[src/rtl/arb_pkg.sv]
// arb_pkg: shared types and constants for the three-way bus arbiter and its requesters
package arb_pkg;
    typedef enum logic [1:0] {IDLE, REQ, ACCESS, RELEASE} arb_req_state_t;
    localparam int DEF_LEN_W = 4;
    localparam int DEF_TMO_W = 8;
    localparam logic [1:0] PROC_A = 2'd0;
    localparam logic [1:0] PROC_B = 2'd1;
    localparam logic [1:0] PROC_C = 2'd2;
endpackage

[src/rtl/arb_down_counter.sv]
// arb_down_counter: loadable, enable-gated down counter that holds at zero
module arb_down_counter #(
    parameter int W = 4
) (
    input  logic         clk,
    input  logic         rst_n,
    input  logic         load_i,
    input  logic [W-1:0] load_val_i,
    input  logic         en_i,
    output logic [W-1:0] cnt_o
);
    logic [W-1:0] cnt_q, cnt_d;
    always_comb cnt_d = load_i ? load_val_i : (en_i && cnt_q != '0) ? cnt_q - W'(1) : cnt_q;
    always_ff @(posedge clk or negedge rst_n) begin
        if (!rst_n) cnt_q <= '0;
        else        cnt_q <= cnt_d;
    end
    assign cnt_o = cnt_q;
endmodule

[src/rtl/arb_requester.sv]
// arb_requester: processor-side req/gnt initiator that runs one multi-beat bus job at a time
module arb_requester
    import arb_pkg::*;
#(
    parameter int LEN_W = DEF_LEN_W,
    parameter int TMO_W = DEF_TMO_W
) (
    input  logic             clk,
    input  logic             rst_n,
    input  logic             start,
    input  logic [LEN_W-1:0] len,
    input  logic [TMO_W-1:0] tmo_limit,
    input  logic             gnt,
    output logic             req,
    output logic             bus_en,
    output logic             busy,
    output logic [LEN_W-1:0] beats_left,
    output logic             done,
    output logic             timeout,
    output logic             preempted
);
    arb_req_state_t state_q, state_d;
    logic [TMO_W-1:0] wait_q, wait_d;
    logic req_q, bus_en_q, busy_q, done_q, timeout_q, preempted_q;
    logic in_idle, in_req, in_acc, tmo_hit, last_beat;
    assign in_idle   = state_q == IDLE;
    assign in_req    = state_q == REQ;
    assign in_acc    = state_q == ACCESS;
    assign tmo_hit   = tmo_limit != '0 && wait_q == tmo_limit - TMO_W'(1);
    assign last_beat = in_acc && gnt && beats_left == LEN_W'(1);
    always_comb begin
        state_d = state_q;
        case (state_q)
            IDLE:    if (start) state_d = REQ;
            REQ:     if (gnt) state_d = ACCESS; else if (tmo_hit) state_d = RELEASE;
            ACCESS:  if (!gnt) state_d = REQ; else if (beats_left == LEN_W'(1)) state_d = RELEASE;
            default: state_d = IDLE;
        endcase
    end
    // saturating wait counter, cleared whenever we are not actively waiting
    always_comb wait_d = (in_req && !gnt) ? (wait_q == '1 ? wait_q : wait_q + TMO_W'(1)) : '0;
    always_ff @(posedge clk or negedge rst_n) begin
        if (!rst_n) begin
            state_q     <= IDLE;
            wait_q      <= '0;
            req_q       <= 1'b0;
            bus_en_q    <= 1'b0;
            busy_q      <= 1'b0;
            done_q      <= 1'b0;
            timeout_q   <= 1'b0;
            preempted_q <= 1'b0;
        end else begin
            state_q     <= state_d;
            wait_q      <= wait_d;
            req_q       <= state_d == REQ || state_d == ACCESS;
            bus_en_q    <= state_d == ACCESS;
            busy_q      <= state_d != IDLE;
            done_q      <= last_beat;
            timeout_q   <= in_req && !gnt && tmo_hit;
            preempted_q <= in_acc && !gnt;
        end
    end
    arb_down_counter #(.W(LEN_W)) u_beats (
        .clk       (clk),
        .rst_n     (rst_n),
        .load_i    (in_idle && start),
        .load_val_i(len == '0 ? LEN_W'(1) : len),
        .en_i      (in_acc && gnt),
        .cnt_o     (beats_left)
    );
    assign req       = req_q;
    assign bus_en    = bus_en_q;
    assign busy      = busy_q;
    assign done      = done_q;
    assign timeout   = timeout_q;
    assign preempted = preempted_q;
endmodule

[config.mk]
export PLATFORM = sky130hd
export DESIGN_NAME = arb_requester
export DESIGN_NICKNAME = d
export VERILOG_FILES = /design/src/rtl/arb_pkg.sv /design/src/rtl/arb_down_counter.sv /design/src/rtl/arb_requester.sv
export SDC_FILE = /design/constraint.sdc
export NUM_CORES = 1
export LEC_CHECK = 0
export BUFFER_PORTS_ARGS = -buffer_cell sky130_fd_sc_hd__buf_4
export CORE_MARGIN = 2
export CORE_UTILIZATION = 30
export DETAILED_ROUTE_END_ITERATION = 16
export GPL_ROUTABILITY_DRIVEN = 0
export PLACE_DENSITY = 0.49
export RECOVER_POWER = 100
export SYNTH_ARGS = -nofsm -noshare
export SYNTH_HDL_FRONTEND = slang
export SYNTH_SLANG_ARGS = --single-unit
[constraint.sdc]
create_clock -name clk -period 2.3 [get_ports clk]
set_input_delay 0.46 -clock clk [delete_from_list [all_inputs] [get_ports clk]]
set_output_delay 0.46 -clock clk [all_outputs]
set_load 0.05 [all_outputs]
* Word level (Yosys, flattened, before mapping)
Cells that the tools add are included.
Storage, ports and cells: flip-flop bits (word level) 20, input bits 16, output and inout port bits 10, word-level logic and storage cells 47
Cells by class: add/subtract/negate cells 3, equal/unequal tests 8, multiplexer cells 11, reductions and logical operators 16
Operator list (number):
- 8-bit 2-to-1 mux | 2
- 4-bit 2-to-1 mux | 3
- 2-bit 2-to-1 mux | 5
- 8-bit by 1-bit adder with 8-bit output (second input constant) | 1
- 8-bit == test | 1
- 8-bit == test (second input constant) | 1
- 1-bit logical AND | 8
- 8-bit nonzero test | 1
- 8-bit by 1-bit subtractor with 8-bit output (second input constant) | 1
- 2-bit one-hot mux with 3 select lines | 1
- 2-bit by 1-bit == test with 1-bit output (second input constant) | 2
- 2-bit == test (second input constant) | 2
- 4-bit by 1-bit == test with 1-bit output (second input constant) | 1
- 4-bit logical NOT | 1
- 2-bit nonzero test | 2
- 4-bit nonzero test | 1
- 4-bit by 1-bit subtractor with 4-bit output (second input constant) | 1
- 2-bit logical NOT | 1
- 2-bit inequality test (second input constant) | 1
- 1-bit logical NOT | 1
- 1-bit logical OR | 1

* Longest topological paths before layout
word-level depth 8, gate-level depth with buffers 10

* By module
Synthesis repeated with hierarchy kept, for this count alone.
Unflattened totals: cell total of the unflattened synthesis 134, area, all modules 1252.5 um^2
By module, submodules not included:
- arb_requester | instances 1, cells an instance 107, area each 984.7 um^2, seq. area each 400.4 um^2
- arb_down_counter | instances 1, cells an instance 27, area each 267.8 um^2, seq. area each 100.1 um^2

* Least setup slack after synthesis
Ideal clock, no wire load.
kind input to register, start point in tmo_limit[0], end point reg req_q (netlist: req), library setup time 0.126 ns, arrival time 2.068 ns, path slack 0.106 ns, stages on the path 9, buffers on the path 0, cell sequence inv_1 -> ha_1 -> nor3b_1 -> and3_1 -> o21ai_0 -> a32oi_1 -> o211ai_1 -> o21a_1 -> ha_1
Between the ends: cells in the longest elaborated chain, start to end 8
Ends and longest elaborated chain:
- from (decl) | line arb_requester.sv:12 | input logic [TMO_W-1:0] tmo_limit,
- 8-bit by 1-bit subtractor with 8-bit output | line arb_requester.sv:29 | assign tmo_hit = tmo_limit != '0 && wait_q == tmo_limit - TMO_W'(1);
- 8-bit == test | line arb_requester.sv:29
- 1-bit logical AND (*) | line arb_requester.sv:29
- 2-bit 2-to-1 mux (*) (2 in series) | line arb_requester.sv:35 | REQ: if (gnt) state_d = ACCESS; else if (tmo_hit) state_d = RELEASE;
- 2-bit one-hot mux with 3 select lines (*) | line arb_requester.sv:33 | case (state_q)
- 2-bit by 1-bit == test with 1-bit output or 2-bit == test (tied branches) | line arb_requester.sv:55 | req_q <= state_d == REQ || state_d == ACCESS;
- 1-bit logical OR (*) | line arb_requester.sv:55
- to (signal assigned) | line arb_requester.sv:46 | req_q <= 1'b0;
- to (signal assigned) | line arb_requester.sv:55
- to (decl) | line arb_requester.sv:24 | logic req_q, bus_en_q, busy_q, done_q, timeout_q, preempted_q;
Mark *: on every way between the ends. The rest lies on a longest branch, timed or not. A chain may end at the register's enable or synchronous reset.

* Worst setup path after layout
Same ends and word-level chain as after synthesis.

==> impl_summary.md <==
Clocking
Counting along the longest clock path gives a buffer depth of 2. Hold repair after CTS inserted 0 buffers. The number of gates resized after CTS is 0.

In this run the clock root is driven by a sky130_fd_sc_hd__clkbuf_8. The TritonCTS sink count is 20. The clock-pin slew on the worst setup and hold paths is about 70 ps. The number of clock buffers inserted by TritonCTS is 3. The CTS H-tree depth is 1. The clock latency of the later-clocked register in the worst-skew pair is between 200 and 300 ps. The CTS tree is done. Buffers added to address setup during post-CTS repair amount to 0.

Global routing
The number of antenna violations at the first check in global routing is 0. The final global-route overflow total is 0. The first-pass GRT wire length is 4464 um. The aggregate global-route resource usage is 0.1290.

Entering global routing, the biggest net connects 21 pins. The via count of the first global-routing pass is 1069.

Timing
Summed over all failing endpoints, the final setup total negative slack is 0 ps. At the pin with the least slew margin, the transition time is 1051 ps. The number of hold violations in the final report was 0. The final critical path time including I/O delays and setup is 2118 ps. The clock arrives with 1.546 ps of skew. In this run the tightest slew margin relative to its limit is 0.2992. The final setup violation count is 0. The number of slew-limit violations in the final report came to 0. On the final layout, the worst hold slack is 373.1 ps. In the finished design, the share of the clock period the worst path needs comes to 0.9207. The highest clock rate is 0.4722 GHz. Setup repair after global routing left no endpoint under its margin.

Cells and area
The share of layout cells above drive strength 1 is 0.1977. The final net count is 195. The area growth from synthesis to layout is 29.12%. Leaving out fill and tap cells, the most frequent cell in the layout is sky130_fd_sc_hd__buf_4. The diode insertion count for antenna repair is 0. The library cells used most frequently in the layout, excluding fill and tap cells, are sky130_fd_sc_hd__buf_4 (23), sky130_fd_sc_hd__dfrtp_1 (20), sky130_fd_sc_hd__nor2_1 (14), sky130_fd_sc_hd__xnor2_1 (12), sky130_fd_sc_hd__clkbuf_1 (12). Once layout is done, the placed cells without fillers occupy 0.001559 sq mm.

Worst setup path
Among cell families on the critical path, the largest total delay comes from compound AO/OA/AOI/OAI gates. The number of cells on the worst reg-to-reg path is 7. The largest fanout on the critical path is 4. For the worst setup path, the data required time is between 2000 and 2500 ps. The kind of critical path is in2reg. Walking the worst path, the cells encountered are buf_4 -> inv_1 -> ha_1 -> or3b_1 -> a21oi_1 -> a21oi_1 -> a211oi_1 -> o211ai_1 -> o21a_1 -> ha_1. The startpoint of the worst setup timing path is tmo_limit[0]. For the worst setup path, the data arrival time is between 2000 and 2500 ps. The setup slack on the worst flop-to-flop path is 350 ps. The startpoint kind of the worst setup timing path is an input pin. The critical-path cell with the highest stage delay is sky130_fd_sc_hd__or3b_1. The worst register-to-register path begins at wait_q[7].

The number of buffer and inverter instances along the worst setup path is 2. The critical path capture point type is a flip-flop. The endpoint of the worst register-to-register path is req. The critical path endpoint is req. For this run, the slowest stage of the critical path takes 390 ps. In this run the number of cells on the critical path is 10.

Power and ir drop
The leakage power is approximately 0.69 nW. Across the VDD grid, the largest voltage drop is 398.9 uV. The power consumption is 0.001425 W. The part of the power in registers is 0.375.

The part of the power in combinational logic is 0.444. In this run the power density over the cells is between 900 and 1000 mW/mm^2. The internal power of the cells totals 0.0007878 W. Of the total power, the share spent switching nets is 0.4473.

In this run the power spent charging and discharging nets is about 0.00064 W. The clock share of power is 0.182.

Floorplanning
After floorplanning, the core was sized to cover 0.003943 sq mm. The number of placement rows is 23. The width of the die is roughly 67 um. The die covers 0.004548 sq mm. The number of I/O pins is 26. The effective utilization at floorplan is 0.3063. The die is 67.44 um tall.

Drt
The mean number of vias per cell is between 4 and 5. For this run, design rule violations remaining after detail routing come to 0. The starting DRC count in detailed routing is 31.

The aggregate routed wire length is 2585 um. In this run the remaining antenna-violating nets after routing total 0. For this block, the via count after detailed routing is 1074.

The length of the first detailed-routing pass in iterations is 4. Dividing the detail-routed wire length by the instance count gives 11.64 um.

Synthesis
After synthesis, the netlist uses 31 different library cells. The post-synthesis average cell area is 9.011 sq um. The register bit total from synthesis is 20. After synthesis the cells add up to ~0.0012 sq mm. The share of the yosys chip area belonging to registers is 0.4145.

The yosys synthesis warning count is 0. The number of standard cells after synthesis is 134. The net count after synthesis is around 160.

Placement
Detailed placement finished with a half-perimeter wire length of 2077 um. The count of input and output buffers is 25. The post-detailed-placement cell area is 0.001533 sq mm.

Job
Max-cap violations in this run came to 0.

Run status
The run finished with clean final reports.

Worst hold path
In this run the worst hold path is classified as in2async.
[final cells by class]
cell class | count | area [sq um]
timing repair buffer | 36 | 225.2
clock buffer | 4 | 55.05
sequential | 20 | 500.5
tap | 50 | 62.56
multi-input combinational | 102 | 678.2
fill | 408 | 2384
inverter | 10 | 37.54
[worst reg2reg max path, stage by stage (launching register included)]
cell                       delay (ps)
sky130_fd_sc_hd__dfrtp_1          450
sky130_fd_sc_hd__xnor2_2          280
sky130_fd_sc_hd__xnor2_2          150
sky130_fd_sc_hd__nand4_1          100
sky130_fd_sc_hd__a32oi_1          240
sky130_fd_sc_hd__o211ai_1         160
sky130_fd_sc_hd__o21a_1           200
sky130_fd_sc_hd__ha_1             260
[flip-flops by register name (all words and copies together) (netlist names)]
signal and flops:
bus_en 1, busy 1, done 1, preempted 1, req 1, state_q 2
timeout 1, u_beats.cnt_o 4, wait_q 8
[how the worst min path moves through the flow]
stage,from,slack [ps],to
3_5_place_dp,rst_n,360,u_beats.cnt_o[3]
6_report,rst_n,370,u_beats.cnt_o[3]
5_1_grt,gnt,400,preempted
4_1_cts,rst_n,80,u_beats.cnt_o[3]
3_3_place_gp,rst_n,360,u_beats.cnt_o[3]
2_1_floorplan,rst_n,160,bus_en
[cells by family after synthesis]
group	count (synthesis)	share of synthesized area
compound gates	24	0.1212
fa+ha+maj	6	0.06217
buf+inv	12	0.03731
xor+xnor	16	0.1223
flops	20	0.4145
simple gates	54	0.2249
mux	2	0.01762
[power groups by stage]
stage	registers, W	logic (W)	clock network [W]
floorplan	0.000733	0.000268	0
global placement	0.000543	0.000682	0
detailed placement	0.000539	0.000693	0
CTS	0.000537	0.000695	0.000269
global route	0.000548	0.000714	0.000285
finish	0.000534	0.000632	0.000259
[stage by stage]
step	setup WS, ps	util	std cells
final	182.4	0.3954	222
after global routing	47.25	0.3954	222
after CTS	141.7	0.4027	222
after detailed placement	-153.3	0.3888	218
after global placement	-68.79	0.3888	218
after floorplan	105.8	-	134
[layer usage]
| layer | global-route usage | routed length, um |
|---|---|---|
| met2 | 0.2166 | 1253 |
| met3 | 0.02000 | 106 |
| met5 | 0 | 0 |
| met1 | 0.1615 | 1186 |
| met4 | 0.06122 | 39 |
[synthesized netlist by cell type (all sizes together)]
cell	number	area share
and3	4	0.021
o2111a	1	0.0093
clkbuf	2	0.0062
inv	10	0.031
a21oi	7	0.029
mux2i	1	0.0083
o21ai	8	0.033
a32oi	1	0.0073
nand2b	1	0.0052
nor3	10	0.041
nor3b	3	0.019
or3	1	0.0052
nand4	1	0.0052
xor2	2	0.015
o211ai	1	0.0062
o21a	2	0.012
mux2	1	0.0093
nand3	6	0.025
xnor2	14	0.11
nor4	3	0.016
nand2	9	0.028
or3b	1	0.0073
nor2	14	0.044
a221oi	1	0.0073
ha	6	0.062
a31oi	2	0.010
a211oi	1	0.0062
dfrtp	20	0.41
or4	1	0.0093
No activity file was read; power rests on OpenSTA's default activity.
